File: config.mk
export PLATFORM = sky130hd
export DESIGN_NAME = obuffer4
export DESIGN_NICKNAME = d
export VERILOG_FILES = /design/src/rtl/obuf_pkg.sv /design/src/rtl/obuffer_col.sv /design/src/rtl/obuffer4.sv
export SDC_FILE = /design/constraint.sdc
export NUM_CORES = 1
export LEC_CHECK = 0
export CORE_ASPECT_RATIO = 0.6
export CORE_MARGIN = 8
export CORE_UTILIZATION = 40
export DETAILED_ROUTE_END_ITERATION = 10
export GPL_TIMING_DRIVEN = 0
export SLEW_MARGIN = 20
export SYNTH_ARGS = -nofsm -noshare
export SYNTH_HDL_FRONTEND = slang
export SYNTH_SLANG_ARGS = --single-unit
File: constraint.sdc
create_clock -name CLK -period 4.7 [get_ports CLK]
set_clock_uncertainty 0.15 [all_clocks]
set_input_delay 0.47 -clock CLK [delete_from_list [all_inputs] [get_ports CLK]]
set_output_delay 0.47 -clock CLK [all_outputs]
set_load 0.02 [all_outputs]
File: src/rtl/obuf_pkg.sv
// obuf_pkg: shared constants, the FSM state type and the lane-slice helper
// for the obuffer4 output collector and its per-column sub-module.
package obuf_pkg;
   localparam int DW   = 8;          // result lane width
   localparam int NCOL = 4;          // columns, and rows captured per column
   localparam int WW   = DW * NCOL;  // de-skewed column word width
   localparam int CW   = 3;          // per-column capture count width (0..4)

   typedef enum logic [1:0] {IDLE, COLLECT, DRAIN} state_t;

   // MSB of lane k in the packed array row: col0 sits in the top byte.
   function automatic int lane_msb(input int k);
      return WW - 1 - DW * k;
   endfunction
endpackage

File: src/rtl/obuffer_col.sv
// obuffer_col: one column of the collector. Shifts captured lane bytes into
// a 32-bit word (first byte ends in the MSB) and counts captures up to NCOL.
//   CLK, RSTN : clock, synchronous active-low reset
//   CapEN     : lane valid for this column while capture is permitted
//   Clr       : clear the capture count at the end of a tile
//   Lane      : incoming result byte
//   Word      : de-skewed column word
//   Full      : column holds NCOL bytes once this cycle's capture lands
//   Ovf       : valid arrived while the column was already full
module obuffer_col
   import obuf_pkg::*;
(
   input  logic          CLK,
   input  logic          RSTN,
   input  logic          CapEN,
   input  logic          Clr,
   input  logic [DW-1:0] Lane,
   output logic [WW-1:0] Word,
   output logic          Full,
   output logic          Ovf
);
   logic [CW-1:0] r_cnt;
   logic [WW-1:0] r_word;
   logic          w_full_now;

   assign w_full_now = (r_cnt == CW'(NCOL));
   assign Ovf  = CapEN & w_full_now;
   // Look ahead one capture so the top can enter DRAIN on the same edge as
   // the last capture and present the first word one cycle later.
   assign Full = w_full_now | (CapEN & (r_cnt == CW'(NCOL - 1)));
   assign Word = r_word;

   always_ff @(posedge CLK) begin
      if (!RSTN) begin
         r_cnt  <= '0;
         r_word <= '0;
      end else if (Clr) begin
         r_cnt  <= '0;
      end else if (CapEN && !w_full_now) begin
         r_word <= {r_word[WW-DW-1:0], Lane};
         r_cnt  <= r_cnt + CW'(1);
      end
   end
endmodule

File: src/rtl/obuffer4.sv
// obuffer4: output collector for the 4x4 MAC array. Captures the skewed
// per-column result bytes, de-skews them into one word per column and
// drains the words in column order over a valid/ready handshake.
//   CLK, RSTN  : clock, synchronous active-low reset
//   OROW_i     : result lanes, col0 in [31:24] .. col3 in [7:0]
//   OCOL_VALID : per-column lane valid
//   ODST_i     : destination tag, taken on the first col0 capture of a tile
//   OWord/OCOL/ODST_o/OVALID, OREADY : drain handshake
//   BUSY       : collecting or draining
//   DONE       : one-cycle pulse after the last word handshake
//   ERR        : sticky protocol error (overflow or valid during drain)
module obuffer4
   import obuf_pkg::*;
(
   input  logic            CLK,
   input  logic            RSTN,
   input  logic [WW-1:0]   OROW_i,
   input  logic [NCOL-1:0] OCOL_VALID,
   input  logic [3:0]      ODST_i,
   output logic [WW-1:0]   OWord,
   output logic [1:0]      OCOL,
   output logic [3:0]      ODST_o,
   output logic            OVALID,
   input  logic            OREADY,
   output logic            BUSY,
   output logic            DONE,
   output logic            ERR
);
   state_t          r_state, w_state_nxt;
   logic [WW-1:0]   r_oword;
   logic [1:0]      r_ocol;
   logic [3:0]      r_dst;
   logic            r_ovalid, r_busy, r_done, r_err, r_tag_seen;
   logic [NCOL-1:0] w_cap_en, w_full, w_ovf;
   logic [WW-1:0]   w_word [NCOL];
   logic            w_clr, w_hs, w_cap0;
   logic [DW-1:0]   w_lane0;

   for (genvar k = 0; k < NCOL; k++) begin : g_col
      obuffer_col u_col (
         .CLK   (CLK),
         .RSTN  (RSTN),
         .CapEN (w_cap_en[k]),
         .Clr   (w_clr),
         .Lane  (OROW_i[lane_msb(k) -: DW]),
         .Word  (w_word[k]),
         .Full  (w_full[k]),
         .Ovf   (w_ovf[k])
      );
   end

   assign w_hs    = r_ovalid & OREADY;
   assign w_lane0 = OROW_i[lane_msb(0) -: DW];
   // Column 0 may take its last byte on the DRAIN entry edge when its
   // valid stream had gaps, so the first word is built from the next value.
   assign w_cap0  = w_cap_en[0] & ~w_ovf[0];

   always_comb begin
      w_state_nxt = r_state;
      w_cap_en    = '0;
      w_clr       = 1'b0;
      case (r_state)
         IDLE: begin
            w_cap_en = OCOL_VALID;
            if (|OCOL_VALID) w_state_nxt = COLLECT;
         end
         COLLECT: begin
            w_cap_en = OCOL_VALID;
            if (&w_full) w_state_nxt = DRAIN;
         end
         DRAIN: begin
            if (w_hs && r_ocol == 2'(NCOL - 1)) begin
               w_state_nxt = IDLE;
               w_clr       = 1'b1;
            end
         end
         default: w_state_nxt = IDLE;
      endcase
   end

   always_ff @(posedge CLK) begin
      if (!RSTN) begin
         r_state    <= IDLE;
         r_oword    <= '0;
         r_ocol     <= '0;
         r_dst      <= '0;
         r_ovalid   <= 1'b0;
         r_busy     <= 1'b0;
         r_done     <= 1'b0;
         r_err      <= 1'b0;
         r_tag_seen <= 1'b0;
      end else begin
         r_state <= w_state_nxt;
         r_busy  <= (w_state_nxt != IDLE);
         r_done  <= 1'b0;
         if ((|w_ovf) || (r_state == DRAIN && (|OCOL_VALID)))
            r_err <= 1'b1;
         // Tag follows the first col0 byte of the tile, wherever it lands.
         if (w_clr)
            r_tag_seen <= 1'b0;
         else if (r_state != DRAIN && OCOL_VALID[0] && !r_tag_seen) begin
            r_dst      <= ODST_i;
            r_tag_seen <= 1'b1;
         end
         if (r_state != DRAIN && w_state_nxt == DRAIN) begin
            r_ovalid <= 1'b1;
            r_ocol   <= '0;
            r_oword  <= w_cap0 ? {w_word[0][WW-DW-1:0], w_lane0} : w_word[0];
         end else if (r_state == DRAIN && w_hs) begin
            if (r_ocol == 2'(NCOL - 1)) begin
               r_ovalid <= 1'b0;
               r_done   <= 1'b1;
            end else begin
               r_ocol  <= r_ocol + 2'd1;
               r_oword <= w_word[r_ocol + 2'd1];
            end
         end
      end
   end

   assign OWord  = r_oword;
   assign OCOL   = r_ocol;
   assign ODST_o = r_dst;
   assign OVALID = r_ovalid;
   assign BUSY   = r_busy;
   assign DONE   = r_done;
   assign ERR    = r_err;
endmodule

Word level (Yosys, flattened, before mapping):

Cells that the tools add are included.

* output and inout bits: 42
* word-level logic and storage cells: 110
* bits of input ports: 43
* bits in registers: 185

* bitwise gates (word level): 20
* reduce and logical (&&, ||, !) cells: 35
* equal/unequal tests: 14
* order comparisons: 1
* muxes and demuxes: 18
* add/sub/neg operators: 5

Operator list (number)
* 2-to-1 mux 32 bit: 6
* binary-select mux 32 bit (select 2 bit): 1
* AND reduction 2 bit: 8
* adder 3 x 1 -> 3 bit, second input constant: 4
* == test 3 x 2 -> 1 bit, second input constant: 4
* == test 3 bit, second input constant: 4
* AND 1 bit: 10
* logical AND 1 bit: 10
* OR reduction 4 bit: 2
* == test 2 bit, second input constant: 3
* 2-to-1 mux 1 bit: 6
* 2-to-1 mux 2 bit: 3
* case mux 2 bit (3 select lines): 1
* nonzero test 2 bit: 3
* OR reduction 2 bit: 3
* logical NOT 1 bit: 5
* NOT 1 bit: 5
* 2-to-1 mux 4 bit: 1
* inequality test 2 bit, second input constant: 2
* bitwise OR 1 bit: 4
* AND reduction 4 bit: 1
* >= comparator 3 bit, second input constant: 1
* NOT 2 -> 3 bit: 1
* OR reduction 3 bit: 1
* 4 further kinds: 4

Depth between registers and ports, before layout:

* depth in word-level cells: 12
* gate-level depth with buffers: 8
* depth with buffers taken out: 6

Cells and area by module:

From an unflattened synthesis, not the netlist that was laid out.

* cells, all modules: 819
* area total of the unflattened synthesis: 8712.1 µm²

Modules (own cells, without submodules)
* obuffer_col: times used 4, area an instance 1403.8 µm², cells each 134, seq. area each 700.7 µm²
* obuffer4: times used 1, area an instance 3096.7 µm², cells each 283, seq. area each 900.9 µm²

Least setup slack after synthesis:

No wires, ideal clock.

* path kind: register to register
* from: reg r_ocol[0] (netlist: OCOL[0])
* to: reg r_oword[12] (netlist: OWord[12])
* path buffers: 2
* setup time: 0.152 ns
* data arrival time: 1.891 ns
* cell stages (with the launch flop): 7
* period minus slack after synthesis: 2.193 ns
* setup slack: 2.507 ns
* cells stage by stage: dfxtp_1 ha_1 buf_2 buf_2 mux4_2 mux2i_1 a221oi_2

* cells in the longest elaborated chain, start to end: 8

Ends and longest elaborated chain
* from (decl): RTL line obuffer4.sv:31 `logic [1:0] r_ocol;`
* from (signal assigned): RTL line obuffer4.sv:114 `r_ocol <= r_ocol + 2'd1;`
* adder 2 x 1 -> 2 bit or == test 2 bit (tied branches): RTL line obuffer4.sv:115, obuffer4.sv:72, obuffer4.sv:110
* NOT 2 -> 3 bit (implied by the code) or logical AND 1 bit (tied branches): RTL line obuffer4.sv:115, obuffer4.sv:72
* binary-select mux 32 bit (select 2 bit) or 2-to-1 mux 2 bit (tied branches): RTL line obuffer4.sv:115, obuffer4.sv:72
* 2-to-1 mux 32 bit (implied by the code) or case mux 2 bit (3 select lines) (tied branches): RTL line obuffer4.sv:115, obuffer4.sv:62
* 2-to-1 mux 32 bit (implied by the code) or == test 2 bit (tied branches): RTL line obuffer4.sv:115, obuffer4.sv:105
* 2-to-1 mux 32 bit or logical AND 1 bit (tied branches): RTL line obuffer4.sv:110, obuffer4.sv:105
* 2-to-1 mux 32 bit, or another cell as far along: RTL line obuffer4.sv:109 `end else if (r_state == DRAIN && w_hs) begin`
* 2-to-1 mux 32 bit or AND reduction 2 bit (tied branches)
* to (signal assigned): RTL line obuffer4.sv:108 `r_oword <= w_cap0 ? {w_word[0][WW-DW-1:0], w_lane0} : w_word[0];`
* to (signal assigned): RTL line obuffer4.sv:115 `r_oword <= w_word[r_ocol + 2'd1];`
* to (decl): RTL line obuffer4.sv:30 `logic [WW-1:0] r_oword;`

Parallel ways exist; a longest one is shown, timed or not. The select of a mux whose other input is x is not followed.
A chain may end at the register's enable or synchronous reset.

Worst setup path after layout:

* from: in OCOL_VALID[0]
* to: reg g_col[0].u_col.r_word[24]

* cells in the longest elaborated chain, start to end: 3

Ends and longest elaborated chain
* from (decl): RTL line obuffer4.sv:18 `input logic [NCOL-1:0] OCOL_VALID,`
* 2-to-1 mux 4 bit: RTL line obuffer4.sv:62 `case (r_state)`
* logical AND 1 bit: RTL line obuffer_col.sv:39 `end else if (CapEN && !w_full_now) begin`
* AND reduction 2 bit (no source line)
* to (signal assigned): RTL line obuffer_col.sv:40 `r_word <= {r_word[WW-DW-1:0], Lane};`
* to (decl): RTL line obuffer_col.sv:23 `logic [WW-1:0] r_word;`

Every way passes these cells.

==> results.md <==
Outcome:
- The flow ran to the end, and the final reports show no timing, DRC or antenna violations.

Route:
- The post-detailed-route wirelength per cell is 21.2 um.
- After detailed routing, the total wire length is 27,200 um.
- The via-per-instance ratio is 5.64.
- After detailed routing, the number of remaining DRC violations is 0.
- The detail route stage leaves a number of antenna-violating nets equal to 0.
- The routed layout has 7,213 vias.
- The first routing iteration left 838 violations.
- The iteration count of the initial detailed-routing pass is 5.

Min path:
- The min-delay analysis places its worst path in the category flop to flop.

Setup path:
- The maximum fanout count along the critical path is 10.
- STA classifies the critical path startpoint as an input port.
- The path type of the worst setup path is input port to flop.
- The capturing element type of the critical path is a flop.
- The arrival time at the worst endpoint is 3.09 ns.
- The data required time of the critical path is 4.92 ns.

STA:
- The hold violation total from the final report is 0.
- Setup violations remaining at the end of the flow were counted as 0.
- For the pin with the worst max-slew slack, the measured transition is 0.919 ns.
- The sum of negative setup slack is 0 ns.
- Based on the critical path, the design can be clocked at up to 0.348 GHz.
- The worst slew margin relative to its limit is 0.387.
- The worst setup margin is 1.83 ns.
- The max-slew violation total from the final report is 0.
- Subtracting the final worst setup slack from the clock period gives 2.87 ns.
- Setup repair after global routing left no endpoint under its margin.
- Hold timing on the final database bottoms out at a slack of 0.303 ns.
- Of the available clock period, the critical path in the final layout requires 0.611.

Floorplanning:
- In this run the horizontal extent of the chip is 201 um.
- The row count is 40.
- The die covers 25,500 um2.
- The overall die height is 127 um.
- The boundary pin count is 85.
- The initial standard-cell utilization of the core is 0.409.
- The core region is 20,100 um2.

Clock tree:
- The register clock-pin slew on the reported worst setup and hold paths is 0.08 ns.
- The post-cts gate resize count is 0.
- The H-tree level count is 4.
- The clock passes through at most 2 buffers.
- The clock insertion delay at the later pin of the skew report is 0.44 ns.
- In this run the clock root is driven by a clkbuf_16.
- For this design, the sink count on the clock tree is 185.
- Clock tree synthesis inserted a total of 17 buffers.
- The CTS tree is yes.
- In this run, post-CTS hold repair placed 0 buffers.
- The number of post-CTS setup repair buffers is 0.

Power and ir drop:
- The clock network power share is 0.401.
- Internal power comes to 2.44 mW.
- The leakage power is 3.37 nW.
- The share of total power dissipated in sequential elements is 0.489.
- IR analysis of the VDD net gives a maximum drop of 0.256 mV.
- The switching part of the total power is 0.287.
- The switching power is 0.982 mW.
- The logic gate share of total power is 0.110.
- The ratio of total power to cell area is 345 nW/um2.

Finish:
- The sequential cells in the finished layout cover a total of 3700 um2.
- After routing the design area is 9930 um2.
- In the layout the commonest cells are 206 x nand2_1, 185 x dfxtp_1, 136 x a21oi_1.
- The most common library cell in the layout ignoring fill and taps is nand2_1.
- The antenna diode count is 0.
- Of the cells placed in the final design, the portion with a size suffix greater than 1 is 0.106.
- After the last flow step, the layout net total stands at 1,051.
- The layout overhead on the synthesized area is 21.0%.
- The multi-input combinational cells in the finished layout cover a total of 4090 um2.
- The filler cells instantiated in the layout total 1,917.

Yosys:
- The count of unique library cells instantiated by Yosys is 37.
- In this run, synthesis inferred 0 flip-flops with an integrated enable.
- The net count of the mapped netlist is 948.
- The post-synthesis sequential area ratio is 0.451.
- The share of async-settable or async-resettable flops after synthesis is 0.
- The most used flip-flop cell after synthesis is dfxtp_1.
- The post-synthesis instance area is 8200 um2.
- The synthesized flop and latch total is 185.
- The warning count from the yosys run is 0.
- After technology mapping, the gate count stands at 892.
- The synthesized area divided by synthesized cell count is 9.20 um2.

Job:
- Across the run, the number of max-cap violations was 0.

Global route:
- For met1 alone, demand over resource in global routing was 0.317.
- The via count of the first global-routing pass came to 6,923.
- The fraction of met3 tracks used by global routing is 0.0699.
- The layer flagged by global routing as most heavily used is met1.
- The pin count of the biggest net entering global routing is 18.
- The first global-routing pass estimated 41,600 um of wire.
- The initial antenna violation count was 0.
- In the global route stage, overall resource usage came out at 0.212.
- Global routing finished with a remaining overflow of 0.
- The global-route track usage on met2 is 0.288.

Place:
- The cell area reported after detailed placement is 9390 um2.
- The congestion estimate from routability-driven global placement came to 0.888.
- The port buffer count is 84.
- Detailed placement finished with a half-perimeter wire length of 20,300 um.
- Timing analysis after detailed placement gives a worst setup slack of 1.53 ns.
[power by group through the flow]
stage                     registers (mW)  clock network (mW)  logic (mW)
final                               1.68                1.37       0.377
after global placement              1.71                   0       0.365
after global routing                1.68                1.45       0.412
after floorplan                     1.69                   0       0.221
after CTS                           1.67                1.38       0.372
after detailed placement            1.71                   0       0.369
[through the flow]
step | util | power [mW] | instances
2_1_floorplan | - | 1.91 | 892
3_3_place_gp | 0.468 | 2.07 | 1249
3_5_place_dp | 0.468 | 2.08 | 1249
4_1_cts | 0.495 | 3.43 | 1280
5_1_grt | 0.495 | 3.54 | 1280
6_report | 0.495 | 3.43 | 1280
[registers in the layout (all words and copies together) (netlist names)]
name	cells
OWord	32
r_state	2
r_tag_seen	1
g_col.u_col.r_cnt	12
g_col.u_col.Word	128
ERR	1
BUSY	1
ODST_o	4
DONE	1
OVALID	1
OCOL	2
[path summary, 6_finish.rpt]
check / startpoint / endpoint / slack, ns / cells past startpoint
max reg2reg: g_col[0].u_col.r_cnt[0]$_SDFFE_PP0P_ / OWord[23]$_SDFFE_PN0P_ / 1.96 / 7
max: OCOL_VALID[0] / g_col[0].u_col.Word[24]$_SDFFE_PN0P_ / 1.83 / 8
min reg2reg: ERR$_SDFFE_PN0P_ / ERR$_SDFFE_PN0P_ / 0.30 / 2
min: ERR$_SDFFE_PN0P_ / ERR$_SDFFE_PN0P_ / 0.30 / 2
[cells in the mapped netlist, drive strengths merged, types with 2 or more instances]
library cell | number | area share
nor3 | 2 | 0.0012
clkbuf | 58 | 0.027
ha | 13 | 0.020
a21oi | 136 | 0.083
a221oi | 32 | 0.054
and3b | 3 | 0.0032
buf | 20 | 0.016
nor2b | 2 | 0.0015
xnor2 | 4 | 0.0043
o21ai | 4 | 0.0024
nand3b | 7 | 0.0064
a211oi | 36 | 0.033
nor2 | 47 | 0.022
inv | 16 | 0.0073
a22o | 2 | 0.0021
nand2 | 206 | 0.094
mux2i | 36 | 0.044
mux4 | 32 | 0.088
dfxtp | 185 | 0.45
nand2b | 2 | 0.0015
nand3 | 6 | 0.0037
and3 | 34 | 0.026
[routing by layer]
metal  share of wire  up-vias
li1                -     3365
met1            0.50     3530
met2            0.39      299
met3            0.10       19
met4          0.0072        0
met5               0        -
[critical path: stages]
cell             delay [ns]
clkdlybuf4s50_1        0.51
nor2b_1                0.19
clkbuf_1               0.30
nand2_1                0.19
clkbuf_1               0.62
clkbuf_1               0.54
a21oi_1                0.14
nor2_1                 0.11
[cell families (layout without fill, tap and decap cells)]
family / count (synthesis) / after routing / share of synthesized area
compound gates: 213 / 213 / 0.177
xor+xnor: 5 / 5 / 0.00534
fa+ha+maj: 13 / 13 / 0.0198
buf+inv: 94 / 209 / 0.0500
flops: 185 / 185 / 0.451
mux: 69 / 69 / 0.133
simple gates: 313 / 313 / 0.163
[cell type report]
cell class / instances / share of cell area
Multi-Input combinational cell: 613 / 0.412
Timing Repair Buffer: 84 / 0.0847
Inverter: 16 / 0.00605
Clock inverter: 13 / 0.0113
Clock buffer: 18 / 0.0432
Tap cell: 273 / 0.0344
Buffer: 78 / 0.0353
Sequential cell: 185 / 0.373
Power figures use the tool's default switching activity.
